===== config.mk =====
export PLATFORM = sky130hd
export DESIGN_NAME = frv_dmem_arbiter_flat
export DESIGN_NICKNAME = d
export VERILOG_FILES = /design/src/rtl/frv_dmem_arbiter_if.sv /design/src/rtl/frv_dmem_arbiter.sv /design/src/flat_wrapper.sv
export SDC_FILE = /design/constraint.sdc
export NUM_CORES = 1
export LEC_CHECK = 0
export BUFFER_PORTS_ARGS = -buffer_cell sky130_fd_sc_hd__buf_2
export CORE_AREA = 4 4 121 123
export CTS_CLUSTER_DIAMETER = 50
export DETAILED_ROUTE_END_ITERATION = 10
export DIE_AREA = 0 0 125 127
export HOLD_SLACK_MARGIN = 0.15
export MAX_ROUTING_LAYER = met4
export PLACE_DENSITY = 0.54
export SLEW_MARGIN = 15
export SYNTH_ARGS = -nofsm -noshare
export SYNTH_HDL_FRONTEND = slang
export SYNTH_SLANG_ARGS = --single-unit
export TNS_END_PERCENT = 5

===== constraint.sdc =====
create_clock -name g_clk -period 1.7 [get_ports g_clk]
set_clock_uncertainty 0.05 [all_clocks]
set_input_delay 0.255 -clock g_clk [delete_from_list [all_inputs] [get_ports g_clk]]
set_output_delay 0.255 -clock g_clk [all_outputs]
set_load 0.01 [all_outputs]

===== src/rtl/frv_dmem_arbiter_if.sv =====
// frv_dmem_arbiter_if: one data-memory bus (request, write fields, grant,
// response). The arbiter takes two upstream buses on the slave modport and
// drives the shared downstream bus through the master modport.
//   req/wen/strb/wdata/addr : request and write fields, from the master
//   gnt                     : request accepted this cycle, to the master
//   recv/error/rdata        : response valid, error flag and read data
//   ack                     : master accepts the response
interface frv_dmem_arbiter_if #(
  parameter int XL = 31
);
  logic          req;
  logic          wen;
  logic [3:0]    strb;
  logic [XL:0]   wdata;
  logic [XL:0]   addr;
  logic          gnt;
  logic          recv;
  logic          ack;
  logic          error;
  logic [XL:0]   rdata;

  modport master (
    output req, wen, strb, wdata, addr, ack,
    input  gnt, recv, error, rdata
  );

  modport slave (
    input  req, wen, strb, wdata, addr, ack,
    output gnt, recv, error, rdata
  );
endinterface


===== src/rtl/frv_dmem_arbiter.sv =====
// frv_dmem_arbiter: shares one data-memory bus between the LSU (p0) and a
// secondary master (p1). The request path is purely combinational (no added
// latency). Granted transactions push their port ID into a small FIFO so
// in-order responses are steered back to the right requester.
//   g_clk, g_reset : clock, synchronous active-high reset
//   p0, p1         : upstream buses (slave side of frv_dmem_arbiter_if)
//   dmem           : downstream bus (master side of frv_dmem_arbiter_if)
module frv_dmem_arbiter #(
  parameter int XL              = 31,
  parameter int MAX_OUTSTANDING = 2,
  parameter bit FIXED_PRIORITY  = 1'b0
) (
  input  logic                  g_clk,
  input  logic                  g_reset,
  frv_dmem_arbiter_if.slave     p0,
  frv_dmem_arbiter_if.slave     p1,
  frv_dmem_arbiter_if.master    dmem
);

  localparam int PW = $clog2(MAX_OUTSTANDING);
  localparam logic [PW:0] CNT_FULL = (PW+1)'(MAX_OUTSTANDING);

  logic                       sel, sel_q, lock, last;
  logic                       sel_req, full, push, pop, busy, head;
  logic [MAX_OUTSTANDING-1:0] id_fifo;
  logic [PW-1:0]              wr_ptr, rd_ptr;
  logic [PW:0]                count;

  // A port that was offered but not granted keeps ownership until its gnt,
  // so the downstream request fields never change mid-handshake.
  always_comb begin
    sel = 1'b0;
    if (lock)                   sel = sel_q;
    else if (p0.req && p1.req)  sel = FIXED_PRIORITY ? 1'b0 : ~last;
    else if (p1.req)            sel = 1'b1;
  end

  assign sel_req    = sel ? p1.req : p0.req;
  assign full       = (count == CNT_FULL);
  // Full check uses the registered count only: no path from dmem.recv to req.
  assign dmem.req   = sel_req && !full;
  assign dmem.wen   = sel ? p1.wen   : p0.wen;
  assign dmem.strb  = sel ? p1.strb  : p0.strb;
  assign dmem.wdata = sel ? p1.wdata : p0.wdata;
  assign dmem.addr  = sel ? p1.addr  : p0.addr;

  assign push   = dmem.req && dmem.gnt;
  assign p0.gnt = push && !sel;
  assign p1.gnt = push &&  sel;

  // Response steering: the FIFO head names the owner of the next response.
  assign busy     = (count != '0);
  assign head     = id_fifo[rd_ptr];
  assign p0.recv  = busy && !head && dmem.recv;
  assign p1.recv  = busy &&  head && dmem.recv;
  assign p0.error = busy && !head && dmem.error;
  assign p1.error = busy &&  head && dmem.error;
  assign dmem.ack = busy && (head ? p1.ack : p0.ack);
  assign p0.rdata = dmem.rdata;
  assign p1.rdata = dmem.rdata;
  assign pop      = dmem.recv && dmem.ack;

  always_ff @(posedge g_clk) begin
    if (g_reset) begin
      sel_q  <= 1'b0;
      lock   <= 1'b0;
      last   <= 1'b1;
      wr_ptr <= '0;
      rd_ptr <= '0;
      count  <= '0;
    end else begin
      sel_q <= sel;
      lock  <= dmem.req && !dmem.gnt;
      if (push) begin
        wr_ptr <= wr_ptr + 1'b1;
        last   <= sel;
      end
      if (pop) rd_ptr <= rd_ptr + 1'b1;
      case ({push, pop})
        2'b10:   count <= count + 1'b1;
        2'b01:   count <= count - 1'b1;
        default: count <= count;
      endcase
    end
  end

  // ID storage needs no reset: entries are only read while count > 0.
  always_ff @(posedge g_clk) begin
    if (!g_reset && push) id_fifo[wr_ptr] <= sel;
  end

  // A locked requester must hold req until granted.
  a_hold_req: assert property (@(posedge g_clk) disable iff (g_reset)
    lock |-> sel_req);
  // A response with nothing outstanding is a downstream protocol error.
  a_recv_idle: assert property (@(posedge g_clk) disable iff (g_reset)
    dmem.recv |-> busy);

endmodule

===== src/flat_wrapper.sv =====
// flat-port wrapper written by rule: the top's interface ports become plain ports
module frv_dmem_arbiter_flat 
#(
  parameter int XL              = 31,
  parameter int MAX_OUTSTANDING = 2,
  parameter bit FIXED_PRIORITY  = 1'b0
)
  (g_clk, g_reset, p0_req, p0_wen, p0_strb, p0_wdata, p0_addr, p0_ack, p0_gnt, p0_recv, p0_error, p0_rdata, p1_req, p1_wen, p1_strb, p1_wdata, p1_addr, p1_ack, p1_gnt, p1_recv, p1_error, p1_rdata, dmem_req, dmem_wen, dmem_strb, dmem_wdata, dmem_addr, dmem_ack, dmem_gnt, dmem_recv, dmem_error, dmem_rdata);
  frv_dmem_arbiter_if #(.XL(XL)) p0_i ();
  frv_dmem_arbiter_if #(.XL(XL)) p1_i ();
  frv_dmem_arbiter_if #(.XL(XL)) dmem_i ();
  input  logic g_clk;
  input  logic g_reset;
  input wire logic [$bits(p0_i.req)-1:0] p0_req;
  input wire logic [$bits(p0_i.wen)-1:0] p0_wen;
  input wire logic [$bits(p0_i.strb)-1:0] p0_strb;
  input wire logic [$bits(p0_i.wdata)-1:0] p0_wdata;
  input wire logic [$bits(p0_i.addr)-1:0] p0_addr;
  input wire logic [$bits(p0_i.ack)-1:0] p0_ack;
  output wire logic [$bits(p0_i.gnt)-1:0] p0_gnt;
  output wire logic [$bits(p0_i.recv)-1:0] p0_recv;
  output wire logic [$bits(p0_i.error)-1:0] p0_error;
  output wire logic [$bits(p0_i.rdata)-1:0] p0_rdata;
  input wire logic [$bits(p1_i.req)-1:0] p1_req;
  input wire logic [$bits(p1_i.wen)-1:0] p1_wen;
  input wire logic [$bits(p1_i.strb)-1:0] p1_strb;
  input wire logic [$bits(p1_i.wdata)-1:0] p1_wdata;
  input wire logic [$bits(p1_i.addr)-1:0] p1_addr;
  input wire logic [$bits(p1_i.ack)-1:0] p1_ack;
  output wire logic [$bits(p1_i.gnt)-1:0] p1_gnt;
  output wire logic [$bits(p1_i.recv)-1:0] p1_recv;
  output wire logic [$bits(p1_i.error)-1:0] p1_error;
  output wire logic [$bits(p1_i.rdata)-1:0] p1_rdata;
  output wire logic [$bits(dmem_i.req)-1:0] dmem_req;
  output wire logic [$bits(dmem_i.wen)-1:0] dmem_wen;
  output wire logic [$bits(dmem_i.strb)-1:0] dmem_strb;
  output wire logic [$bits(dmem_i.wdata)-1:0] dmem_wdata;
  output wire logic [$bits(dmem_i.addr)-1:0] dmem_addr;
  output wire logic [$bits(dmem_i.ack)-1:0] dmem_ack;
  input wire logic [$bits(dmem_i.gnt)-1:0] dmem_gnt;
  input wire logic [$bits(dmem_i.recv)-1:0] dmem_recv;
  input wire logic [$bits(dmem_i.error)-1:0] dmem_error;
  input wire logic [$bits(dmem_i.rdata)-1:0] dmem_rdata;
  assign p0_i.req = p0_req;
  assign p0_i.wen = p0_wen;
  assign p0_i.strb = p0_strb;
  assign p0_i.wdata = p0_wdata;
  assign p0_i.addr = p0_addr;
  assign p0_i.ack = p0_ack;
  assign p0_gnt = p0_i.gnt;
  assign p0_recv = p0_i.recv;
  assign p0_error = p0_i.error;
  assign p0_rdata = p0_i.rdata;
  assign p1_i.req = p1_req;
  assign p1_i.wen = p1_wen;
  assign p1_i.strb = p1_strb;
  assign p1_i.wdata = p1_wdata;
  assign p1_i.addr = p1_addr;
  assign p1_i.ack = p1_ack;
  assign p1_gnt = p1_i.gnt;
  assign p1_recv = p1_i.recv;
  assign p1_error = p1_i.error;
  assign p1_rdata = p1_i.rdata;
  assign dmem_req = dmem_i.req;
  assign dmem_wen = dmem_i.wen;
  assign dmem_strb = dmem_i.strb;
  assign dmem_wdata = dmem_i.wdata;
  assign dmem_addr = dmem_i.addr;
  assign dmem_ack = dmem_i.ack;
  assign dmem_i.gnt = dmem_gnt;
  assign dmem_i.recv = dmem_recv;
  assign dmem_i.error = dmem_error;
  assign dmem_i.rdata = dmem_rdata;
  frv_dmem_arbiter #(.XL(XL), .MAX_OUTSTANDING(MAX_OUTSTANDING), .FIXED_PRIORITY(FIXED_PRIORITY)) u_core (.g_clk(g_clk), .g_reset(g_reset), .p0(p0_i), .p1(p1_i), .dmem(dmem_i));
endmodule

Yosys cells after proc, flatten, opt, wreduce, memory -nomap -nowiden
Cells that the tools add are included.
{"block": "op_classes", "muxes": 15, "eq_ne": 3, "addsub": 4, "bitwise_logic": 1, "n_reduce_logical": 23, "n_lt_le_gt_ge": 3}
{"op": "32-bit two-way mux", "n": 2}
{"op": "1-bit logical AND", "n": 16}
{"op": "1-bit two-way mux", "n": 9}
{"op": "1-bit zero test", "n": 5}
{"op": "2-bit equality test (second input constant)", "n": 2}
{"op": "1-bit by 2-bit < comparator with 1-bit output (second input constant)", "n": 2}
{"op": "4-bit two-way mux", "n": 1}
{"op": "2-bit one-hot mux with 2 select lines", "n": 1}
{"op": "2-bit nonzero test", "n": 2}
{"op": "1-bit adder (second input constant)", "n": 2}
{"op": "2-bit by 1-bit adder with 2-bit output (second input constant)", "n": 1}
{"op": "2-bit bitwise mux", "n": 1}
{"op": "2-bit by 1-bit equality test with 1-bit output (second input constant)", "n": 1}
{"op": "2-bit by 1-bit subtractor with 2-bit output (second input constant)", "n": 1}
{"op": "1-bit demux with 1-bit select", "n": 1}
{"op": "1-bit greater-or-equal comparator (second input constant)", "n": 1}
{"op": "1-bit inverter", "n": 1}
{"block": "word_totals", "in_bits": 179, "out_inout_bits": 141, "elab_cells": 56, "regBits": 9}

Logic depth before layout (Yosys ltp)
{"block": "logic_depth", "word_depth": 8, "ltp_mapped": 7, "ltp_nobuf": 7}

Least setup slack after synthesis
No wires, ideal clock.
{"block": "synth_timing", "path_kind": "register to register", "start": "register u_core.rd_ptr", "end": "register u_core.count[1]", "t_required_ps": 1579, "path_slack_ps": -151, "t_arrival_ps": 1731, "setup_time_ps": 71, "path_stages_with_launch": 6, "n_path_buf": 0, "synth_period_minus_slack_ps": 1851, "cell_sequence": "dfxtp_1 > mux2i_1 > mux2i_1 > ha_1 > or3_1 > a21oi_1"}
{"block": "synth_between", "elab_chain_len": 7, "elab_cells_between_ends": 9, "classes_between": "2 x eq/ne; 4 x mux; 3 x reduce/logical"}
{"element": "from (decl)", "line_no": "frv_dmem_arbiter.sv:26", "rtl": "logic [PW-1:0] wr_ptr, rd_ptr;"}
{"element": "from (signal assigned)", "line_no": "frv_dmem_arbiter.sv:78", "rtl": "if (pop) rd_ptr <= rd_ptr + 1'b1;"}
{"element": "1-bit two-way mux (implied by the code) * (2 in series)", "line_no": "frv_dmem_arbiter.sv:53", "rtl": "assign head = id_fifo[rd_ptr];"}
{"element": "1-bit two-way mux *", "line_no": "frv_dmem_arbiter.sv:58", "rtl": "assign dmem.ack = busy && (head ? p1.ack : p0.ack);"}
{"element": "1-bit logical AND *", "line_no": "frv_dmem_arbiter.sv:58"}
{"element": "1-bit logical AND *", "line_no": "frv_dmem_arbiter.sv:61", "rtl": "assign pop = dmem.recv && dmem.ack;"}
{"element": "via u_core.pop", "line_no": "frv_dmem_arbiter.sv:24", "rtl": "logic sel_req, full, push, pop, busy, head;"}
{"element": "2-bit by 1-bit equality test with 1-bit output / 2-bit equality test (equally long branches)", "line_no": "frv_dmem_arbiter.sv:79", "rtl": "case ({push, pop})"}
{"element": "2-bit one-hot mux with 2 select lines / 2-bit nonzero test (equally long branches)"}
{"element": "to (signal assigned)", "line_no": "frv_dmem_arbiter.sv:80", "rtl": "2'b10: count <= count + 1'b1;"}
{"element": "to (signal assigned)", "line_no": "frv_dmem_arbiter.sv:81", "rtl": "2'b01: count <= count - 1'b1;"}
{"element": "to (signal assigned)", "line_no": "frv_dmem_arbiter.sv:82", "rtl": "default: count <= count;"}
{"element": "to (decl)", "line_no": "frv_dmem_arbiter.sv:27", "rtl": "logic [PW:0] count;"}
The timed path passes the listed nets; every way through them passes the cells marked *. The select of a mux whose other input is x is not followed.
A chain may end at the register's enable or synchronous reset.

Worst setup path after layout
{"block": "layout_timing", "start": "register u_core.lock", "end": "output port dmem_wdata[24]"}
{"block": "layout_between", "elab_chain_len": 2}
{"element": "from (decl)", "line_no": "frv_dmem_arbiter.sv:23", "rtl": "logic sel, sel_q, lock, last;"}
{"element": "from (signal assigned)", "line_no": "frv_dmem_arbiter.sv:73", "rtl": "lock <= dmem.req && !dmem.gnt;"}
{"element": "1-bit two-way mux", "line_no": "frv_dmem_arbiter.sv:33", "rtl": "if (lock) sel = sel_q;"}
{"element": "32-bit two-way mux", "line_no": "frv_dmem_arbiter.sv:44", "rtl": "assign dmem.wdata = sel ? p1.wdata : p0.wdata;"}
{"element": "to (decl)", "line_no": "flat_wrapper.sv:37", "rtl": "output wire logic [$bits(dmem_i.wdata)-1:0] dmem_wdata;"}
Every way passes these cells.

==> summary.txt <==
Global routing
  – Initial antenna violation count: 0
  – Overall Global Routing Usage: 0.0854
  – Vias in the first global route: 2069
  – Pin count of the biggest net entering global routing: 17
  – First-pass GRT wire length: between 10000 and 15000 µm
  – Remaining global-route overflow: 0

Logic synthesis
  – Syn_area_per_cell: 9.39 µm²
  – Register area share after synthesis: 0.108
  – Mapped Nets: roughly 380
  – Post-synth top area cell: mux2_2
  – Synth Register Bits: 9
  – Mapped Area: 0.00185 mm²
  – Yosys top cell area share: 0.432
  – Synth cell types: 28
  – Synthesis Warnings: 0
  – Synthesized instance count: roughly 200
  – Area contributors post-synth: mux2_2, buf_4, dfxtp_1, buf_6, edfxtp_1

Status
  – Failing checks: setup timing
  – Outcome: finished, violations left

Final layout
  – Nets: between 500 and 600
  – Layout cells sized above 1: 0.885
  – Final instance area: around 0.0031 mm²
  – Most common cell after layout, fill and taps aside: buf_2
  – Area Growth Syn to Fin: 67.0%
  – Commonest non-fill, non-tap cells in the layout: buf_2, mux2_2, buf_4
  – Final design utilization: 0.226
  – Antenna cells: 0

Clock network
  – Clk Latency, worst-skew pair: about 0.24 ns
  – CTS max path bufs: 2
  – CTS tree: built
  – Hold Buf Count CTS: 0
  – Sink Count: 9
  – Max H-tree Level: 1
  – Worst-path clk slew: 0.04 ns
  – CTS buffer count: 3
  – Root Buffer: clkbuf_16

Timing
  – Fin crit share: 1.15
  – Fmax: 514 MHz
  – Tmin final: 1.95 ns
  – Worst Max-Slew Pin Slew: 0.257 ns
  – Hold WS: roughly 0.19 ns
  – Worst setup margin: -0.247 ns
  – Final hold vios: 0
  – Endpoints failing setup: 72
  – RSZ-0062 raised after global routing: yes
  – Max-Slew Margin vs Limit: 0.827
  – Final Slew Violations: 0

Critical path
  – Worst-case reg-to-reg path depth: 5
  – Reg-to-Reg End: u_core.count[1]
  – Worst flop-to-flop path startpoint: u_core.id_fifo[1]
  – CP max FO: 16
  – Crit Path Class: reg2out
  – Worst EP required: 1.39 ns
  – Worst Path Arrival: around 1.6 ns
  – Critical path capture point type: primary output
  – Setup crit start kind: flop
  – Reg2reg setup slack: -0.03 ns

Drt
  – Total number of vias: 1990
  – First drt pass iteration count: 4
  – DR iter-0 viols: 57
  – DR DRC count: 0
  – Avg WL per Cell: ~14 µm
  – Routed Antenna Nets: 0
  – DR vias/cell: 3.59
  – WL final: 7560 µm

Power and ir drop
  – Peak VDD IR: about 0.00025 V
  – PD cells: approximately 590 mW/mm²
  – Leakage power: ~1.6 nW
  – Tot Pwr: about 1.8 mW

Floorplanning
  – Site row count: 43
  – Core box area: around 0.014 mm²
  – Starting Density: 0.135
  – DIE AREA: 0.0159 mm²
  – Num ports: 320
  – Die W: 125 µm
  – Die Ht: approximately 130 µm

Min path
  – Hold Path Class: in2reg
  – Hold Path Origin: dmem_gnt
  – Hold path endpoint: u_core.lock
  – Hold path cells: 2

Job
  – MaxCap Viol Count: 0

Placed design
  – Cell Area, Placed: between 0.002 and 0.003 mm²
  – Final Wtd Congestion: ~0.70
  – PortBufs: ~220
  – Final HPWL DP: about 6600 µm
[power breakdown]
group | switching [mW] | total, mW | internal [mW]
sequential | 0.0310 | 0.282 | 0.251
clock | 0.108 | 0.422 | 0.314
combinational | 0.457 | 1.12 | 0.660
[kinds of logic after synthesis]
kind of cell | count (synthesis) | synth area share
buffers and inverters | 74 | 0.309
AO/OA/AOI/OAI | 9 | 0.0372
adder cells (fa/ha/maj) | 1 | 0.00676
AND/OR/NAND/NOR | 27 | 0.0758
XOR/XNOR | 3 | 0.0142
flip-flops | 9 | 0.108
multiplexers | 74 | 0.449
[repair_timing]
action                     CTS  global route
setup endpoints to repair   73            73
setup buffers                0             1
resized for setup           27             7
pin swaps                    2             0
[state kept, by name, indices dropped and copies added, names as in the netlist]
| signal | flops |
|---|---|
| u_core.count | 2 |
| u_core.id_fifo | 2 |
| u_core.last | 1 |
| u_core.lock | 1 |
| u_core.rd_ptr | 1 |
| u_core.sel_q | 1 |
| u_core.wr_ptr | 1 |
[how the worst max path moves through the flow]
stage,startpoint,end,slack (ns)
6_report,u_core.lock,dmem_wdata[24],-0.25
5_1_grt,u_core.lock,dmem_wdata[11],-0.30
4_1_cts,u_core.lock,dmem_wdata[11],-0.27
3_5_place_dp,p1_req,dmem_wdata[22],-0.13
3_3_place_gp,p1_req,dmem_wdata[22],-0.14
2_1_floorplan,u_core.rd_ptr,u_core.count[1],0.01
[Yosys cell counts]
| cell type | number |
|---|---|
| mux2_2 | 71 |
| buf_4 | 64 |
| nor2_1 | 13 |
| buf_6 | 7 |
| dfxtp_1 | 7 |
| mux2i_1 | 3 |
| nand2_1 | 3 |
| o21ai_0 | 3 |
| a21oi_1 | 2 |
| edfxtp_1 | 2 |
| nand2b_1 | 2 |
| nor3b_1 | 2 |
| o211ai_1 | 2 |
| xnor2_1 | 2 |
| a21o_1 | 1 |
| a22oi_4 | 1 |
| and3_1 | 1 |
| buf_2 | 1 |
| clkbuf_1 | 1 |
| ha_1 | 1 |
| inv_1 | 1 |
| nand3b_1 | 1 |
| nand4_2 | 1 |
| nor2b_1 | 1 |
| nor2b_2 | 1 |
| nor3_1 | 1 |
| or3_1 | 1 |
| xor2_1 | 1 |
[layer usage]
layer	GRT usage	up-vias	wire length, µm
met5	-	-	0
met4	0.00893	0	40
met3	0.0301	3	870
met2	0.147	146	3740
met1	0.100	867	2910
li1	-	974	-
[area by class of cell]
class                           instances  area [µm²]
Fill cell                            1549       10600
Timing Repair Buffer                  246        1440
Multi-Input combinational cell        114        1140
Tap cell                              180         225
Sequential cell                         9         208
Clock buffer                            4        78.8
Inverter                                1        3.75
[worst max-delay path, stage by stage, from the launching register on]
cell	delay, ns
dfxtp_4	0.37
nor2b_4	0.05
a22oi_4	0.18
buf_12	0.16
buf_12	0.16
mux2_2	0.34
buf_2	0.14
[metrics by stage]
stage	setup TNS (ns)	instances	setup WS, ns
after floorplan	0	197	0.0116
after global placement	-7.45	549	-0.135
after detailed placement	-6.80	549	-0.128
after CTS	-16.87	553	-0.267
after global routing	-19.10	554	-0.302
final	-14.74	554	-0.247
Power figures use the tool's default switching activity.
